`src/rtl/gemm_pkg.sv`:
```
// Shared types and constants for the shared gemm arbiter slice.
package gemm_pkg;

  localparam int WORD_W = 32;
  localparam int LANE_W = 8;
  localparam int LANES  = 4;

  // One bit is enough to name either of the two requesters.
  typedef logic req_id_t;

  // In-flight op marker travelling alongside the engine latency.
  typedef struct packed {
    logic    valid;
    req_id_t id;
  } tag_t;

  // Extract lane idx (0 = least significant byte) from a packed word.
  function automatic logic [LANE_W-1:0] get_lane(input logic [WORD_W-1:0] word,
                                                 input int unsigned idx);
    return word[idx*LANE_W +: LANE_W];
  endfunction

endpackage

```
`src/rtl/gemm_share_arb_if.sv`:
```
// Requester, engine and response signals of the shared gemm arbiter.
// Handshake: an op transfers in the cycle where req_valid[i] and req_ready[i]
// are both high; a requester keeps valid and operands stable until then.
// rsp_valid is a one-cycle pulse with no backpressure.
interface gemm_share_arb_if #(
  parameter int WORD_W = gemm_pkg::WORD_W
);
  logic [1:0]          req_valid;
  logic [1:0]          req_ready;
  logic [2*WORD_W-1:0] req_a;
  logic [2*WORD_W-1:0] req_b;
  logic [2*WORD_W-1:0] req_c;
  logic [2*WORD_W-1:0] req_d;
  logic [WORD_W-1:0]   eng_a;
  logic [WORD_W-1:0]   eng_b;
  logic [WORD_W-1:0]   eng_c;
  logic [WORD_W-1:0]   eng_d;
  logic                eng_valid;
  logic [WORD_W-1:0]   eng_cout;
  logic [1:0]          rsp_valid;
  logic [WORD_W-1:0]   rsp_data;
  logic                busy;

  modport slave (
    input  req_valid, req_a, req_b, req_c, req_d, eng_cout,
    output req_ready, eng_a, eng_b, eng_c, eng_d, eng_valid,
           rsp_valid, rsp_data, busy
  );

  modport master (
    output req_valid, req_a, req_b, req_c, req_d, eng_cout,
    input  req_ready, eng_a, eng_b, eng_c, eng_d, eng_valid,
           rsp_valid, rsp_data, busy
  );
endinterface

```
`src/rtl/gemm_rr_arb.sv`:
```
// Two-way round-robin arbiter; the pointer remembers the last winner.
module gemm_rr_arb
  import gemm_pkg::*;
(
  input  logic       clk,
  input  logic       rst_n,
  input  logic [1:0] eligible,
  output logic [1:0] grant
);

  req_id_t ptr_q;
  req_id_t ptr_d;

  // Pointer register; reset to 1 so requester 0 wins the first tie.
  always_ff @(posedge clk or negedge rst_n) begin
    if (!rst_n) ptr_q <= 1'b1;
    else        ptr_q <= ptr_d;
  end

  // Pointer moves only when somebody is granted.
  always_comb begin
    ptr_d = ptr_q;
    if (grant[0])      ptr_d = 1'b0;
    else if (grant[1]) ptr_d = 1'b1;
  end

  // A lone eligible requester wins; on a tie the one not served last wins.
  always_comb begin
    grant = 2'b00;
    case (eligible)
      2'b01:   grant = 2'b01;
      2'b10:   grant = 2'b10;
      2'b11:   grant = ptr_q ? 2'b01 : 2'b10;
      default: grant = 2'b00;
    endcase
  end

endmodule

```
`src/rtl/gemm_share_arb.sv`:
```
// Shares one gemm engine between two requesters: arbitrates, registers the
// winning operands, tracks in-flight ops with a tag pipeline matched to the
// engine latency and steers each result back to its issuer.
module gemm_share_arb
  import gemm_pkg::*;
#(
  parameter int WORD_W  = gemm_pkg::WORD_W,
  parameter int ENG_LAT = 1,
  parameter int MAX_OUT = 4
) (
  input  logic             clk,
  input  logic             rst_n,
  gemm_share_arb_if.slave  bus
);

  localparam int CNT_W = 4;

  logic [1:0]        eligible;
  logic [1:0]        grant;
  req_id_t           grant_id;
  logic [WORD_W-1:0] sel_a, sel_b, sel_c, sel_d;
  logic [CNT_W-1:0]  cnt [2];
  tag_t              tag_q [ENG_LAT];
  tag_t              tag_out;
  req_id_t           eng_id;
  logic              eng_valid_q;
  logic [WORD_W-1:0] eng_a_q, eng_b_q, eng_c_q, eng_d_q;
  logic [1:0]        rsp_valid_q;
  logic [WORD_W-1:0] rsp_data_q;
  logic              busy_c;

  // Eligibility uses the registered count, so a response landing at the cap
  // does not free a slot until the following cycle.
  always_comb begin
    for (int i = 0; i < 2; i++) begin
      eligible[i] = bus.req_valid[i] && (cnt[i] < CNT_W'(MAX_OUT));
    end
  end

  gemm_rr_arb u_arb (
    .clk      (clk),
    .rst_n    (rst_n),
    .eligible (eligible),
    .grant    (grant)
  );

  assign bus.req_ready = grant;
  assign grant_id      = grant[1];

  // Operand mux from the granted requester's slice.
  always_comb begin
    sel_a = grant_id ? bus.req_a[2*WORD_W-1:WORD_W] : bus.req_a[WORD_W-1:0];
    sel_b = grant_id ? bus.req_b[2*WORD_W-1:WORD_W] : bus.req_b[WORD_W-1:0];
    sel_c = grant_id ? bus.req_c[2*WORD_W-1:WORD_W] : bus.req_c[WORD_W-1:0];
    sel_d = grant_id ? bus.req_d[2*WORD_W-1:WORD_W] : bus.req_d[WORD_W-1:0];
  end

  // Operand register into the engine; holds its value when nothing is issued.
  always_ff @(posedge clk or negedge rst_n) begin
    if (!rst_n) begin
      eng_valid_q <= 1'b0;
      eng_id      <= 1'b0;
      eng_a_q     <= '0;
      eng_b_q     <= '0;
      eng_c_q     <= '0;
      eng_d_q     <= '0;
    end else begin
      eng_valid_q <= |grant;
      if (|grant) begin
        eng_id  <= grant_id;
        eng_a_q <= sel_a;
        eng_b_q <= sel_b;
        eng_c_q <= sel_c;
        eng_d_q <= sel_d;
      end
    end
  end

  // Tag pipeline: the last stage is valid exactly when eng_cout carries that op.
  always_ff @(posedge clk or negedge rst_n) begin
    if (!rst_n) begin
      for (int k = 0; k < ENG_LAT; k++) tag_q[k] <= '0;
    end else begin
      tag_q[0] <= '{valid: eng_valid_q, id: eng_id};
      for (int k = 1; k < ENG_LAT; k++) tag_q[k] <= tag_q[k-1];
    end
  end

  assign tag_out = tag_q[ENG_LAT-1];

  // Capture the engine result and pulse the owner's response bit.
  always_ff @(posedge clk or negedge rst_n) begin
    if (!rst_n) begin
      rsp_valid_q <= 2'b00;
      rsp_data_q  <= '0;
    end else begin
      rsp_valid_q <= {tag_out.valid && tag_out.id, tag_out.valid && !tag_out.id};
      if (tag_out.valid) rsp_data_q <= bus.eng_cout;
    end
  end

  // Outstanding counters: accept and response in the same cycle cancel out.
  always_ff @(posedge clk or negedge rst_n) begin
    if (!rst_n) begin
      cnt[0] <= '0;
      cnt[1] <= '0;
    end else begin
      for (int i = 0; i < 2; i++) begin
        if (grant[i] && !rsp_valid_q[i])      cnt[i] <= cnt[i] + 1'b1;
        else if (!grant[i] && rsp_valid_q[i]) cnt[i] <= cnt[i] - 1'b1;
      end
    end
  end

  // Busy whenever any op is issued, in the engine or still owed a response.
  always_comb begin
    busy_c = eng_valid_q || (cnt[0] != '0) || (cnt[1] != '0);
    for (int k = 0; k < ENG_LAT; k++) busy_c = busy_c || tag_q[k].valid;
  end

  assign bus.eng_valid = eng_valid_q;
  assign bus.eng_a     = eng_a_q;
  assign bus.eng_b     = eng_b_q;
  assign bus.eng_c     = eng_c_q;
  assign bus.eng_d     = eng_d_q;
  assign bus.rsp_valid = rsp_valid_q;
  assign bus.rsp_data  = rsp_data_q;
  assign bus.busy      = busy_c;

endmodule
```
`src/flat_wrapper.sv`:
```
// flat-port wrapper written by rule: the top's interface ports become plain ports
module gemm_share_arb_flat import gemm_pkg::*;
#(
  parameter int WORD_W  = gemm_pkg::WORD_W,
  parameter int ENG_LAT = 1,
  parameter int MAX_OUT = 4
)
  (clk, rst_n, bus_req_valid, bus_req_a, bus_req_b, bus_req_c, bus_req_d, bus_eng_cout, bus_req_ready, bus_eng_a, bus_eng_b, bus_eng_c, bus_eng_d, bus_eng_valid, bus_rsp_valid, bus_rsp_data, bus_busy);
  gemm_share_arb_if #(.WORD_W(WORD_W)) bus_i ();
  input  logic clk;
  input  logic rst_n;
  input wire logic [$bits(bus_i.req_valid)-1:0] bus_req_valid;
  input wire logic [$bits(bus_i.req_a)-1:0] bus_req_a;
  input wire logic [$bits(bus_i.req_b)-1:0] bus_req_b;
  input wire logic [$bits(bus_i.req_c)-1:0] bus_req_c;
  input wire logic [$bits(bus_i.req_d)-1:0] bus_req_d;
  input wire logic [$bits(bus_i.eng_cout)-1:0] bus_eng_cout;
  output wire logic [$bits(bus_i.req_ready)-1:0] bus_req_ready;
  output wire logic [$bits(bus_i.eng_a)-1:0] bus_eng_a;
  output wire logic [$bits(bus_i.eng_b)-1:0] bus_eng_b;
  output wire logic [$bits(bus_i.eng_c)-1:0] bus_eng_c;
  output wire logic [$bits(bus_i.eng_d)-1:0] bus_eng_d;
  output wire logic [$bits(bus_i.eng_valid)-1:0] bus_eng_valid;
  output wire logic [$bits(bus_i.rsp_valid)-1:0] bus_rsp_valid;
  output wire logic [$bits(bus_i.rsp_data)-1:0] bus_rsp_data;
  output wire logic [$bits(bus_i.busy)-1:0] bus_busy;
  assign bus_i.req_valid = bus_req_valid;
  assign bus_i.req_a = bus_req_a;
  assign bus_i.req_b = bus_req_b;
  assign bus_i.req_c = bus_req_c;
  assign bus_i.req_d = bus_req_d;
  assign bus_i.eng_cout = bus_eng_cout;
  assign bus_req_ready = bus_i.req_ready;
  assign bus_eng_a = bus_i.eng_a;
  assign bus_eng_b = bus_i.eng_b;
  assign bus_eng_c = bus_i.eng_c;
  assign bus_eng_d = bus_i.eng_d;
  assign bus_eng_valid = bus_i.eng_valid;
  assign bus_rsp_valid = bus_i.rsp_valid;
  assign bus_rsp_data = bus_i.rsp_data;
  assign bus_busy = bus_i.busy;
  gemm_share_arb #(.WORD_W(WORD_W), .ENG_LAT(ENG_LAT), .MAX_OUT(MAX_OUT)) u_core (.clk(clk), .rst_n(rst_n), .bus(bus_i));
endmodule
```
`config.mk`:
```
export PLATFORM = sky130hd
export DESIGN_NAME = gemm_share_arb_flat
export DESIGN_NICKNAME = d
export VERILOG_FILES = /design/src/rtl/gemm_pkg.sv /design/src/rtl/gemm_share_arb_if.sv /design/src/rtl/gemm_rr_arb.sv /design/src/rtl/gemm_share_arb.sv /design/src/flat_wrapper.sv
export SDC_FILE = /design/constraint.sdc
export NUM_CORES = 1
export LEC_CHECK = 0
export CAP_MARGIN = 20
export CORE_AREA = 5 5 176 178
export CTS_CLUSTER_DIAMETER = 120
export DETAILED_ROUTE_END_ITERATION = 12
export DIE_AREA = 0 0 181 183
export SLEW_MARGIN = 5
export SYNTH_ARGS = -nofsm -noshare
export SYNTH_HDL_FRONTEND = slang
export SYNTH_HIERARCHICAL = 1
export SYNTH_SLANG_ARGS = --single-unit
```
`constraint.sdc`:
```
create_clock -name clk -period 2.3 [get_ports clk]
set_clock_uncertainty 0.15 [all_clocks]
set_input_delay 0.575 -clock clk [delete_from_list [all_inputs] [get_ports clk]]
set_output_delay 0.575 -clock clk [all_outputs]
set_load 0.05 [all_outputs]
```
==> impl_metrics.py <==
metrics = {
    "run_status": {
        "run_status": "finished with violations",
        "violations": "setup timing",
    },
    "finish": {
        "area_delta_synth_final_pct": 72.2,
        "n_fill_cell": 2776,
        "antenna_cells": 0,
        "drive_above_1_share_pct": 14.6,
        "nNetsFinal": 1475,
    },
    "timing": {
        "slew_viol_final": 0,
        "rsz0062_at_grt": "true",
        "max_slew_margin_pct": 64.5,
        "fin_crit_sh_pct": 102,
        "hold_violations": 0,
        "worst_slack_ns": -0.0439,
        "tightest_slew_ns": 0.535,
        "setup_tns_ns": -0.101,
        "max_freq_mhz": 427,
        "setup_violations": 3,
        "min_period_ns": 2.34,
    },
    "worst_setup_path": {
        "slowest_delay_ns": 0.50,
        "timing.rr.start": "u_core/cnt[2]$_DFFE_PN0P_",
        "crit_type": "reg2reg",
        "worst_setup_path_start_kind": "flip-flop",
        "worstPathRequired_ns": 2.46,
        "cp-end-kind": "flip-flop",
        "crit_chain": "nor2_4 -> and2_4 -> a21boi_4 -> buf_6 -> ha_4 -> inv_4 -> ha_4 -> or4_4 -> o211ai_2 -> o211ai_2",
        "slowest_stage": "or4_4",
        "ff2ff_path_depth": 10,
        "crit_family": "simple AND/OR/NAND/NOR gates",
        "rrSetupSlack_ns": -0.04,
        "worstPathMaxFanout": 3,
        "worst_ep_arrival_time_ns": 2.51,
        "timing.rr.end": "u_core/cnt[3]$_DFFE_PN0P_",
        "critPathBufInv": 2,
    },
    "floorplan": {
        "start_util_pct": 27.1,
        "coreArea_mm2": 0.0292,
        "die_area_mm2": 0.0331,
        "row_count": 63,
        "die_height_um": 183,
        "fp.dieW_um": 181,
        "design.portCount": 458,
    },
    "grt": {
        "grt_pass1_wl_um": 43700,
        "grt_pass1_vias": 7352,
        "track_usage_pct": 16.9,
        "grt-ovfl-total": 0,
        "grt_max_degree": 91,
        "antenna_found_initial": 2,
    },
    "synth": {
        "yosysMostFrequentCell": "dfrtp_1",
        "synth_common_cells": "174 x dfrtp_1, 132 x nand2_1, 130 x mux2i_1",
        "synth_largest_area_cell": "dfrtp_1",
        "synthesis.area_mm2": 0.00794,
        "ys_types": 37,
        "syn_nets": 1005,
        "syn-instance-count": 705,
        "syn_avg_cell_area_um2": 11.3,
        "ys_seq_elements": 175,
        "yosysSeqAreaShare_pct": 55.2,
        "synth-main-ff-cell": "dfrtp_1",
        "yosys.area.top_type_share_pct": 54.9,
        "synthArstFlopShare_pct": 100,
        "synth_edf_count": 0,
        "ys_warn_count": 6,
        "synthTopCellsByArea": "dfrtp_1 55%, mux2i_1 16%, o21ai_1 8.1%, nand2_1 6.2%, mux2_1 3.8%",
    },
    "clock_tree": {
        "clk_pin_slew_ns": 0.06,
        "numCtsBuffers": 17,
        "clock_latency_ns": 0.43,
        "ctsLongestPathBuffers": 2,
        "cts_sinks": 175,
        "root_buffer": "clkbuf_16",
        "htree_levels": 4,
        "cts_tree": "built",
    },
    "power": {
        "total_power_mw": 19.7,
        "irDropWorstVdd_uv": 746,
        "p_per_area_mw_per_mm2": 1440,
        "p_leak_nw": 5.61,
    },
    "worst_hold_path": {
        "holdPathStages": 0,
        "hold_end": "u_core/tag_out[0]$_DFF_PN0_",
        "min_path_type": "reg2reg",
        "worstHoldStart": "u_core/eng_id$_DFFE_PN0P_",
    },
    "route": {
        "drcViolationCount": 0,
        "wl_per_cell_um": 18.4,
        "dr.pass1.iters": 4,
        "wirelength_um": 29000,
        "vias": 6990,
        "drtAntennaViolNets": 0,
        "drt_iter0_markers": 294,
        "avgViaCountPerCell": 4.43,
    },
    "placed_design": {
        "pre_cts_slack_ns": -0.527,
        "hpwl_um": 22400,
        "io_buffer_count": 457,
        "place_congestion": 0.814,
    },
    "run": {
        "drv_cap": 0,
    },
}
cells in the final DEF (no fill, tap or decap), types with 2 or more instances in the layout:
| cell type | netlist | routed |
|---|---|---|
| o211ai_1 | 2 | 2 |
| clkbuf_8 | 0 | 3 |
| clkbuf_1 | 21 | 2 |
| nor3_1 | 2 | 2 |
| inv_4 | 0 | 2 |
| dfrtp_1 | 174 | 172 |
| mux2_1 | 27 | 27 |
| inv_1 | 5 | 3 |
| clkinvlp_4 | 0 | 3 |
| or3_1 | 2 | 2 |
| a21boi_4 | 0 | 2 |
| a2111o_1 | 2 | 2 |
| inv_6 | 0 | 3 |
| dlygate4sd2_1 | 0 | 100 |
| clkinv_4 | 0 | 2 |
| mux2_4 | 0 | 2 |
| nand3b_1 | 2 | 2 |
| nand2_1 | 132 | 132 |
| buf_4 | 5 | 88 |
| buf_12 | 0 | 13 |
| dfrtp_2 | 0 | 2 |
| clkbuf_16 | 0 | 17 |
| mux2i_1 | 130 | 130 |
| nand3_2 | 0 | 2 |
| buf_6 | 10 | 10 |
| ha_4 | 0 | 5 |
| clkdlybuf4s50_1 | 0 | 288 |
| a21oi_1 | 5 | 4 |
| mux2_2 | 7 | 5 |
| o21ai_1 | 128 | 129 |
| nand3_1 | 5 | 3 |
| xnor2_1 | 4 | 4 |
| o211ai_2 | 2 | 2 |
layout make-up:
| type | count | area (um^2) | area share (%) |
|---|---|---|---|
| clock buffer | 22 | 474 | 3.47 |
| clock inverter | 10 | 101 | 0.742 |
| inverter | 6 | 27.5 | 0.201 |
| multi-input combinational | 474 | 3380 | 24.7 |
| sequential | 175 | 4380 | 32.1 |
| tap | 390 | 488 | 3.57 |
| timing repair buffer | 501 | 4810 | 35.2 |
cells by family after synthesis:
| kind of cell | after synthesis | share of synthesized area (%) |
|---|---|---|
| flip-flops | 175 | 55.2 |
| multiplexers | 164 | 21.2 |
| AND/OR/NAND/NOR | 154 | 7.93 |
| AO/OA/AOI/OAI | 144 | 9.59 |
| buffers and inverters | 56 | 4.18 |
| adder cells (fa/ha/maj) | 8 | 1.45 |
| XOR/XNOR | 4 | 0.441 |
state kept, by name, summed over array words and instances (netlist names), 2 cells and up:
| name | flops |
|---|---|
| u_core/tag_out | 2 |
| u_core/bus.eng_b | 32 |
| u_core/bus.rsp_data | 32 |
| u_core/bus.eng_d | 32 |
| u_core/bus.rsp_valid | 2 |
| u_core/cnt | 8 |
| u_core/bus.eng_a | 32 |
| u_core/bus.eng_c | 32 |
through the flow:
step | util (%) | hold WS (ns) | area [um^2] | instances
detailed placement | 44.5 | 0.216 | 13000 | 1533
finish | 46.7 | 0.233 | 13700 | 1578
global route | 46.7 | 0.253 | 13700 | 1578
floorplan | - | 0.129 | 8030 | 705
CTS | 46.4 | 0.230 | 13600 | 1576
global placement | 44.5 | 0.212 | 13000 | 1533
what timing repair did:
item / in CTS / in global routing
gates resized for setup: 113 / 14
endpoints found under the setup margin: 105 / 10
hold endpoints to repair: 37 / 0
pin swaps: 16 / 8
setup buffers: 10 / 2
hold buffers: 1 / 0
worst reg2reg max path, stage by stage (launching register included):
cell and delay (ns):
dfrtp_1 0.41, nor2_4 0.15, and2_4 0.16, a21boi_4 0.21, buf_6 0.12, ha_4 0.13
inv_4 0.05, ha_4 0.15, or4_4 0.50, o211ai_2 0.08, o211ai_2 0.10
report_power, final:
part | switching [mW] | internal (mW) | total (mW)
sequential | 0.815 | 4.59 | 5.41
combinational | 7.72 | 3.68 | 11.4
clock | 1.30 | 1.59 | 2.89
metal layers:
metal	wire (um)	up-vias	GRT usage, %
met5	27	-	0
met4	557	4	5.22
met3	2590	33	6.96
met2	14200	312	28.8
met1	11600	3256	19.7
li1	-	3385	-
worst max path at each step:
| stage | from | end | slack, ns | cells past startpoint |
|---|---|---|---|---|
| final | u_core/cnt[2]$_DFFE_PN0P_ | u_core/cnt[3]$_DFFE_PN0P_ | -0.04 | 10 |
| after global placement | bus_req_valid[0] | u_core/cnt[7]$_DFFE_PN0P_ | -0.53 | 9 |
| after detailed placement | bus_req_valid[0] | u_core/cnt[7]$_DFFE_PN0P_ | -0.53 | 9 |
| after global routing | u_core/cnt[2]$_DFFE_PN0P_ | bus_req_ready[1] | -0.12 | 5 |
| after floorplan | bus_req_valid[0] | u_core/cnt[7]$_DFFE_PN0P_ | -0.40 | 8 |
| after CTS | bus_req_valid[1] | u_core/cnt[7]$_DFFE_PN0P_ | -0.09 | 11 |
(Power assumes the default switching activity.)
